### config.mk
export PLATFORM = sky130hd
export DESIGN_NAME = vend_ctrl
export DESIGN_NICKNAME = d
export VERILOG_FILES = /design/src/rtl/vend_pkg.sv /design/src/rtl/vend_ctrl_kp_event_det.sv /design/src/rtl/vend_ctrl.sv
export SDC_FILE = /design/constraint.sdc
export NUM_CORES = 1
export LEC_CHECK = 0
export BUFFER_PORTS_ARGS = -buffer_cell sky130_fd_sc_hd__buf_4
export CORE_MARGIN = 2
export CORE_UTILIZATION = 60
export CTS_BUF_LIST = sky130_fd_sc_hd__clkbuf_8
export DETAILED_ROUTE_END_ITERATION = 7
export GPL_TIMING_DRIVEN = 0
export PLACE_DENSITY = 0.82
export RECOVER_POWER = 50
export SLEW_MARGIN = 10
export SYNTH_ARGS = -nofsm -noshare
export SYNTH_HDL_FRONTEND = slang
export SYNTH_SLANG_ARGS = --single-unit
### constraint.sdc
create_clock -name clk -period 8 [get_ports clk]
set_input_delay 0.8 -clock clk [delete_from_list [all_inputs] [get_ports clk]]
set_output_delay 0.8 -clock clk [all_outputs]
set_load 0.05 [all_outputs]
### src/rtl/vend_pkg.sv
// Shared definitions for the vending-machine controller: keypad codes,
// coin values, FSM state encoding and a keypad-code classifier.
package vend_pkg;

    localparam logic [2:0] KP_NONE   = 3'b000;
    localparam logic [2:0] KP_C100   = 3'b001;
    localparam logic [2:0] KP_C500   = 3'b010;
    localparam logic [2:0] KP_CANDY  = 3'b101;
    localparam logic [2:0] KP_CHANGE = 3'b110;
    localparam logic [2:0] KP_CANCEL = 3'b111;

    localparam int COIN100_VAL = 100;
    localparam int COIN500_VAL = 500;

    typedef enum logic [1:0] {
        ST_IDLE     = 2'd0,
        ST_DISPENSE = 2'd1,
        ST_CHANGE   = 2'd2
    } state_t;

    // True for codes that may produce a key event (not none, not unused).
    function automatic logic is_valid_code(input logic [2:0] code);
        logic ok;
        case (code)
            KP_C100, KP_C500, KP_CANDY, KP_CHANGE, KP_CANCEL: ok = 1'b1;
            default:                                          ok = 1'b0;
        endcase
        return ok;
    endfunction

endpackage

### src/rtl/vend_ctrl_kp_event_det.sv
// Keypad edge detector: one event per key press, only when the key code
// rises from "none" to a valid code. Held keys and direct code-to-code
// transitions produce nothing.
module kp_event_det
    import vend_pkg::*;
(
    input  logic       clk,
    input  logic       reset,
    input  logic [2:0] kp_code,
    output logic       evt,
    output logic [2:0] evt_code
);

    logic [2:0] kp_prev;

    // Track the previous key code every cycle, regardless of FSM state.
    always_ff @(posedge clk or negedge reset) begin
        if (!reset) begin
            kp_prev <= KP_NONE;
        end else begin
            kp_prev <= kp_code;
        end
    end

    // Event fires in the same cycle the new code is sampled, so its effect
    // lands on that edge in the controller.
    always_comb begin
        evt      = 1'b0;
        evt_code = KP_NONE;
        if ((kp_prev == KP_NONE) && is_valid_code(kp_code)) begin
            evt      = 1'b1;
            evt_code = kp_code;
        end else begin
            evt      = 1'b0;
            evt_code = KP_NONE;
        end
    end

endmodule

### src/rtl/vend_ctrl.sv
// Vending transaction controller: coin credit accumulation, candy dispense
// and change payout as a train of 100-unit pulses. All outputs registered.
module vend_ctrl
    import vend_pkg::*;
#(
    parameter int CANDY_PRICE     = 300,
    parameter int MAX_CREDIT      = 1000,
    parameter int CREDIT_W        = 11,
    parameter int DISPENSE_CYCLES = 4,
    parameter int CHANGE_GAP      = 4
) (
    input  logic                clk,
    input  logic                reset,
    input  logic [2:0]          kp_code,
    output logic [CREDIT_W-1:0] credit,
    output logic                candy_out,
    output logic                change_100,
    output logic                coin_reject,
    output logic                deny,
    output logic                busy
);

    localparam int CNT_MAX = (DISPENSE_CYCLES > CHANGE_GAP) ? DISPENSE_CYCLES : CHANGE_GAP;
    localparam int CNT_W   = (CNT_MAX > 1) ? $clog2(CNT_MAX) : 1;

    localparam logic [CNT_W-1:0]    DISP_LOAD = CNT_W'(DISPENSE_CYCLES - 1);
    localparam logic [CNT_W-1:0]    GAP_LOAD  = CNT_W'(CHANGE_GAP - 1);
    localparam logic [CNT_W-1:0]    CNT_ONE   = CNT_W'(1);
    localparam logic [CNT_W-1:0]    CNT_ZERO  = CNT_W'(0);
    localparam logic [CREDIT_W:0]   MAX_EXT   = (CREDIT_W + 1)'(MAX_CREDIT);
    localparam logic [CREDIT_W-1:0] PRICE     = CREDIT_W'(CANDY_PRICE);
    localparam logic [CREDIT_W-1:0] UNIT_100  = CREDIT_W'(COIN100_VAL);
    localparam logic [CREDIT_W-1:0] UNIT_500  = CREDIT_W'(COIN500_VAL);
    localparam logic [CREDIT_W-1:0] CR_ZERO   = CREDIT_W'(0);

    logic                evt;
    logic [2:0]          evt_code;
    state_t              state;
    logic [CNT_W-1:0]    cnt;
    logic                is_coin;
    logic [CREDIT_W-1:0] coin_val;
    logic [CREDIT_W:0]   coin_sum;
    logic                coin_ok;

    kp_event_det u_kp_event_det (
        .clk      (clk),
        .reset    (reset),
        .kp_code  (kp_code),
        .evt      (evt),
        .evt_code (evt_code)
    );

    // Decode coin events and check the ceiling with one extra bit so the
    // sum can never wrap back under MAX_CREDIT.
    always_comb begin
        is_coin  = 1'b0;
        coin_val = CR_ZERO;
        case (evt_code)
            KP_C100: begin
                is_coin  = evt;
                coin_val = UNIT_100;
            end
            KP_C500: begin
                is_coin  = evt;
                coin_val = UNIT_500;
            end
            default: begin
                is_coin  = 1'b0;
                coin_val = CR_ZERO;
            end
        endcase
        coin_sum = {1'b0, credit} + {1'b0, coin_val};
        coin_ok  = (coin_sum <= MAX_EXT);
    end

    // Transaction FSM with credit, shared dwell counter and registered outputs.
    always_ff @(posedge clk or negedge reset) begin
        if (!reset) begin
            state       <= ST_IDLE;
            credit      <= CR_ZERO;
            cnt         <= CNT_ZERO;
            candy_out   <= 1'b0;
            change_100  <= 1'b0;
            coin_reject <= 1'b0;
            deny        <= 1'b0;
            busy        <= 1'b0;
        end else begin
            change_100  <= 1'b0;
            coin_reject <= 1'b0;
            deny        <= 1'b0;
            case (state)
                ST_IDLE: begin
                    candy_out <= 1'b0;
                    busy      <= 1'b0;
                    if (is_coin) begin
                        if (coin_ok) begin
                            credit <= coin_sum[CREDIT_W-1:0];
                        end else begin
                            coin_reject <= 1'b1;
                        end
                    end else if (evt && (evt_code == KP_CANDY)) begin
                        if (credit >= PRICE) begin
                            credit    <= credit - PRICE;
                            cnt       <= DISP_LOAD;
                            candy_out <= 1'b1;
                            busy      <= 1'b1;
                            state     <= ST_DISPENSE;
                        end else begin
                            deny <= 1'b1;
                        end
                    end else if (evt && ((evt_code == KP_CHANGE) || (evt_code == KP_CANCEL))) begin
                        if (credit != CR_ZERO) begin
                            cnt   <= CNT_ZERO;
                            busy  <= 1'b1;
                            state <= ST_CHANGE;
                        end else begin
                            state <= ST_IDLE;
                        end
                    end else begin
                        state <= ST_IDLE;
                    end
                end
                ST_DISPENSE: begin
                    coin_reject <= is_coin;
                    if (cnt == CNT_ZERO) begin
                        candy_out <= 1'b0;
                        busy      <= 1'b0;
                        state     <= ST_IDLE;
                    end else begin
                        candy_out <= 1'b1;
                        cnt       <= cnt - CNT_ONE;
                    end
                end
                ST_CHANGE: begin
                    coin_reject <= is_coin;
                    if (cnt == CNT_ZERO) begin
                        change_100 <= 1'b1;
                        credit     <= credit - UNIT_100;
                        cnt        <= GAP_LOAD;
                        if (credit == UNIT_100) begin
                            busy  <= 1'b0;
                            state <= ST_IDLE;
                        end else begin
                            busy  <= 1'b1;
                        end
                    end else begin
                        cnt <= cnt - CNT_ONE;
                    end
                end
                default: begin
                    candy_out <= 1'b0;
                    busy      <= 1'b0;
                    state     <= ST_IDLE;
                end
            endcase
        end
    end

endmodule

* After elaboration in Yosys (flattened, before gate mapping)
Index checks and enable logic that the tools add are counted.
** Storage, ports and cells
- Register bits :: 23
- Output and inout port bits :: 16
- Logic and storage cells :: 106
- Input port bits :: 5
** Cells by class
- Mux-type cells :: 50
- Reduce and logical (&&, ||, !) cells :: 17
- Equal/unequal tests :: 24
- Magnitude comparators :: 2
- $add $sub $neg :: 4
** Operators by type and width (count)
- $mux 11 :: 5
- $mux 2 :: 15
- $mux 1 :: 22
- $pmux 11 s2 :: 1
- $eq 3x3->1 const B :: 6
- $ne 3x3->1 const B :: 6
- $pmux 9 s2 :: 1
- $add 11x11->12 :: 1
- $le 12x10->1 const B :: 1
- $pmux 2 s3 :: 2
- $eq 11x7->1 const B :: 1
- $ge 11x9->1 const B :: 1
- $reduce_bool 11->1 :: 1
- $sub 11x7->11 const B :: 1
- $sub 11x9->11 const B :: 1
- $ne 2x2->1 const B :: 5
- $reduce_and 5->1 :: 2
- $eq 3x1->1 const B :: 2
- $eq 3x2->1 const B :: 2
- $pmux 1 s3 :: 2
- $reduce_and 6->1 :: 1
- $reduce_or 5->1 :: 1
- $logic_not 2->1 :: 2
- $reduce_or 2->1 :: 2
- 11 further kinds :: 13

* Longest topological paths before layout
- Word-level depth :: 12
- Mapped depth :: 15
- Mapped depth without buffers :: 12

* Cells and area by module
Synthesis repeated with hierarchy kept, for this count alone.
** Unflattened totals
- Cell total of the unflattened synthesis :: 254
- Area total of the unflattened synthesis :: 2068.2 um^2
** By module, submodules not included
- vend_ctrl :: times used 1, area an instance 1924.3 um^2, cells an instance 243, sequential area each 450.4 um^2
- kp_event_det :: times used 1, area an instance 143.9 um^2, cells an instance 11, sequential area each 75.1 um^2

* Least setup slack after synthesis
Ideal clock, no wire load.
- Kind :: input -> register
- Start :: in kp_code[0]
- End :: reg credit[8]
- Data required time :: 7.879 ns
- Arrival :: 3.612 ns
- Buffers on the path :: 3
- Slack :: 4.267 ns
- Stages on the path :: 14
- Setup time :: 0.121 ns
- Cell sequence :: ha_1 -> nand2b_1 -> or3_1 -> buf_6 -> clkinv_4 -> buf_2 -> ha_1 -> nand3_1 -> and2_1 -> or3b_1 -> a311oi_4 -> a211oi_4 -> buf_6 -> a22o_1
** Between the ends
- Longest elaborated chain between the ends :: 11
- Elaborated cells between the ends (all ways) :: 26
- Those cells by class :: add/sub: 1; order compare: 1; eq/ne: 11; mux: 8; reduce/logical: 5
** RTL lines
- start: declaration :: RTL line vend_ctrl.sv:14 : input logic [2:0] kp_code,
- $eq 3x1->1, or another cell as far along :: RTL line vend_pkg.sv:24 : case (code)
- $reduce_or 5->1 :: RTL line vend_pkg.sv:24
- $mux 1 :: RTL line vend_pkg.sv:24
- $logic_and 1x1->1 :: RTL line vend_ctrl_kp_event_det.sv:30 : if ((kp_prev == KP_NONE) && is_valid_code(kp_code)) begin
- $mux 3 :: RTL line vend_ctrl_kp_event_det.sv:30
- $eq 3x2->1 or $eq 3x1->1 (tied branches) :: RTL line vend_ctrl.sv:58 : case (evt_code)
- $pmux 9 s2 :: RTL line vend_ctrl.sv:58
- $add 11x11->12 :: RTL line vend_ctrl.sv:72 : coin_sum = {1'b0, credit} + {1'b0, coin_val};
- $le 12x10->1 or $mux 11 (tied branches) :: RTL line vend_ctrl.sv:73, vend_ctrl.sv:96
- $ne 3x3->1 (no source line) or $mux 11 (tied branches)
- $reduce_and 5->1 (no source line) or $pmux 11 s2 (tied branches)
- end signal: assignment :: RTL line vend_ctrl.sv:97 : credit <= coin_sum[CREDIT_W-1:0];
- end signal: assignment :: RTL line vend_ctrl.sv:103 : credit <= credit - PRICE;
- end signal: assignment :: RTL line vend_ctrl.sv:138 : credit <= credit - UNIT_100;
- end: declaration :: RTL line vend_ctrl.sv:15 : output logic [CREDIT_W-1:0] credit,
Parallel ways exist; a longest one is shown, timed or not. The select of a mux whose other input is x is not followed.
A chain may end at the register's enable or synchronous reset.

* Worst setup path in the final report
- Start :: in kp_code[1]
- End :: reg credit[6]
Same word-level chain as after synthesis.

==> impl_metrics.env <==
export IMPL_place_gp_congestion=0.899
export IMPL_drtIter0Drc=109
export IMPL_critPathArrivalTime_ns=4.32
export IMPL_post_cts_buffers=0
export IMPL_syn_area_um2=1990
export IMPL_startpoint_type="input port"
export IMPL_async_flop_share_pct=100
export IMPL_p_int_w=0.000323
export IMPL_grt_overflow=0
export IMPL_antenna_cells=0
export IMPL_vias=1860
export IMPL_post_route_min_period_ns=4.14
export IMPL_clockPowerShare_pct=10.3
export IMPL_synthFlopType="dfrtp_1"
export IMPL_grt_pass1_wl_um=7790
export IMPL_skew_ns=0.00739
export IMPL_hold_buffers=0
export IMPL_crit_type="input port to flop"
export IMPL_start_util_pct=64.1
export IMPL_finalSetupTns_ns=0
export IMPL_core_area_um2=3100
export IMPL_p_per_area_nw_per_um2=305
export IMPL_ys_types=54
export IMPL_finalSetupViolCount=0
export IMPL_maxSlewViolCount=0
export IMPL_h_tree_depth=1
export IMPL_grt_antenna_before_repair=0
export IMPL_wl_per_cell_um=15.1
export IMPL_outcome="completed"
export IMPL_wirelength_um=4650
export IMPL_port_buffers=18
export IMPL_dpl_hpwl_um=3560
export IMPL_max_freq_mhz=242
export IMPL_synth_avg_cell_area_um2=8.28
export IMPL_ys_warn_count=0
export IMPL_yosys_top_cells_count="dfrtp_1, nand2_1, a21oi_1"
export IMPL_synthTopCellsByArea="dfrtp_1, ha_1, a21oi_1"
export IMPL_die_area_um2=3790
export IMPL_register_area_um2=526
export IMPL_grt_busiest_layer="met2"
export IMPL_r2r_slack_ns=4.13
export IMPL_drive_above_1_share_pct=12.9
export IMPL_chipWidth_um=61.6
export IMPL_die_h_um=61.6
export IMPL_p_sw_share_pct=51.9
export IMPL_io_pins=21
export IMPL_met1_usage_pct=38.9
export IMPL_synth_top_cell_by_area="dfrtp_1"
export IMPL_syn_instance_count=240
export IMPL_dr_pass1_iters=4
export IMPL_ant_nets=0
export IMPL_synth_edff_count=0
export IMPL_synth_top_area_share_pct=26.4
export IMPL_multiInputGateArea_um2=1330
export IMPL_hold_path_class="flop to flop"
export IMPL_rsz0062_at_grt="no"
export IMPL_p_switching_w=0.000348
export IMPL_rows=20
export IMPL_cp_end_kind="flop"
export IMPL_p_leak_nw=0.949
export IMPL_max_vdd_ir_drop_mv=0.347
export IMPL_worst_pin_slew_ns=1.13
export IMPL_root_buffer="clkbuf_8"
export IMPL_clk_path_buf_depth=2
export IMPL_power_frac_comb_pct=65.0
export IMPL_max_cap_viol_count=0
export IMPL_grt_max_degree=22
export IMPL_cts_resized=0
export IMPL_ys_seq_elements=21
export IMPL_power_w=0.000671
export IMPL_hold_viol=0
export IMPL_groute_usage_overall_pct=27.4
export IMPL_path_clk_slew_ns=0.07
export IMPL_cts_buffers=3
export IMPL_grt_util_met3_pct=2.31
export IMPL_viasPerCell=6.06
export IMPL_nNetsFinal=286
export IMPL_period_share_pct=51.7
export IMPL_ys_seq_area_share_pct=26.4
export IMPL_clk_latency_ns=0.26
export IMPL_grt_pass1_vias=1700
export IMPL_cp_max_fo=13
export IMPL_cts_tree="done"
export IMPL_final_fill_count=276
export IMPL_seq_power_share_pct=24.7
export IMPL_cp_data_required_time_ns=8.18
export IMPL_clock_sinks=21
export IMPL_met2_usage_pct=44.4
export IMPL_syn2layout_area_growth_pct=10.7
export IMPL_drc_errors=0
export IMPL_slew_headroom_pct=24.7
==> layout by cell type, fill, tap and decap left out, types with 4 or more instances in the layout <==
master	count
nand2_1	21
dfrtp_1	21
a21oi_1	18
ha_1	17
o21ai_0	15
clkbuf_1	14
buf_4	14
nor2_1	13
inv_1	12
nand2b_1	9
nand3_1	6
nor2b_1	6
a31oi_1	6
nor4_1	5
xnor2_1	5
a22o_1	5
o22ai_1	5
buf_2	4
a21o_1	4
xor2_1	4
nor3_1	4
==> stage by stage <==
step	utilization [%]	std cells	worst slack [ns]	hold WS (ns)	cell area, um2
final	70.9	307	3.86	0.491	2200
after global routing	70.9	307	3.58	0.546	2200
after CTS	71.8	307	3.89	0.417	2230
after detailed placement	70.3	303	3.61	0.478	2180
after global placement	70.3	303	3.66	0.473	2180
after floorplan	-	241	4.27	0.504	1990
==> registers in the layout, summed over array words and instances (netlist names) <==
name and cells:
u_kp_event_det.kp_prev 3, coin_reject 1, deny 1, state 2, busy 1, change_100 1, candy_out 1, credit 9
cnt 2
==> final timing paths <==
| path | start | to | depth (start not counted) |
|---|---|---|---|
| min reg2reg | candy_out$_DFFE_PN0N_ | candy_out$_DFFE_PN0N_ | 2 |
| max reg2reg | u_kp_event_det.kp_prev[1]$_DFF_PN0_ | credit[6]$_DFFE_PN0P_ | 14 |
| max | kp_code[1] | credit[6]$_DFFE_PN0P_ | 16 |
| min in group asynchronous | reset | credit[7]$_DFFE_PN0P_ | 1 |
| max in group asynchronous | reset | state[1]$_DFFE_PN0P_ | 1 |
| min | candy_out$_DFFE_PN0N_ | candy_out$_DFFE_PN0N_ | 2 |
==> worst max-delay path, stage by stage <==
cell      delay, ns
clkbuf_1       0.13
ha_1           0.32
nand2b_1       0.07
or3_1          0.36
buf_6          0.16
clkinv_4       0.07
buf_2          0.26
ha_1           0.29
nand3_1        0.17
a22o_1         0.30
a311oi_2       0.46
nor3_2         0.12
a211oi_4       0.41
buf_6          0.20
a21oi_2        0.06
a41oi_2        0.14
==> layer usage <==
metal,routed length [um],share of wire (%)
met1,2130,46
met5,0,0
met4,68,1.5
met3,268,5.8
met2,2190,47
==> area by class of cell <==
class	instances	share of cell area (%)
Buffer	16	4.15
Clock buffer	3	1.88
Inverter	12	2.27
Tap cell	44	2.50
Multi-Input combinational cell	192	60.2
Timing Repair Buffer	18	4.95
Clock inverter	1	0.171
Sequential cell	21	23.9
==> power groups by stage <==
stage / Clock (W) / Combinational (W) / Sequential, W
global route: 0.0000742 / 0.000475 / 0.000171
CTS: 0.0000701 / 0.000434 / 0.000165
floorplan: 0 / 0.000254 / 0.000238
finish: 0.0000692 / 0.000436 / 0.000166
global placement: 0 / 0.000424 / 0.000167
detailed placement: 0 / 0.000432 / 0.000166
==> cells by family (layout without fill, tap and decap cells) <==
| kind of cell | after synthesis | count (layout) | share of synthesized area [%] |
|---|---|---|---|
| flops | 21 | 21 | 26.4 |
| buf+inv | 28 | 50 | 7.11 |
| mux | 2 | 2 | 1.01 |
| compound gates | 83 | 83 | 29.6 |
| xor+xnor | 9 | 9 | 3.96 |
| simple gates | 79 | 79 | 21.0 |
| other cells | 1 | 2 | 0.189 |
| fa+ha+maj | 17 | 17 | 10.7 |
Note: power is estimated with default switching activity, not from simulation.
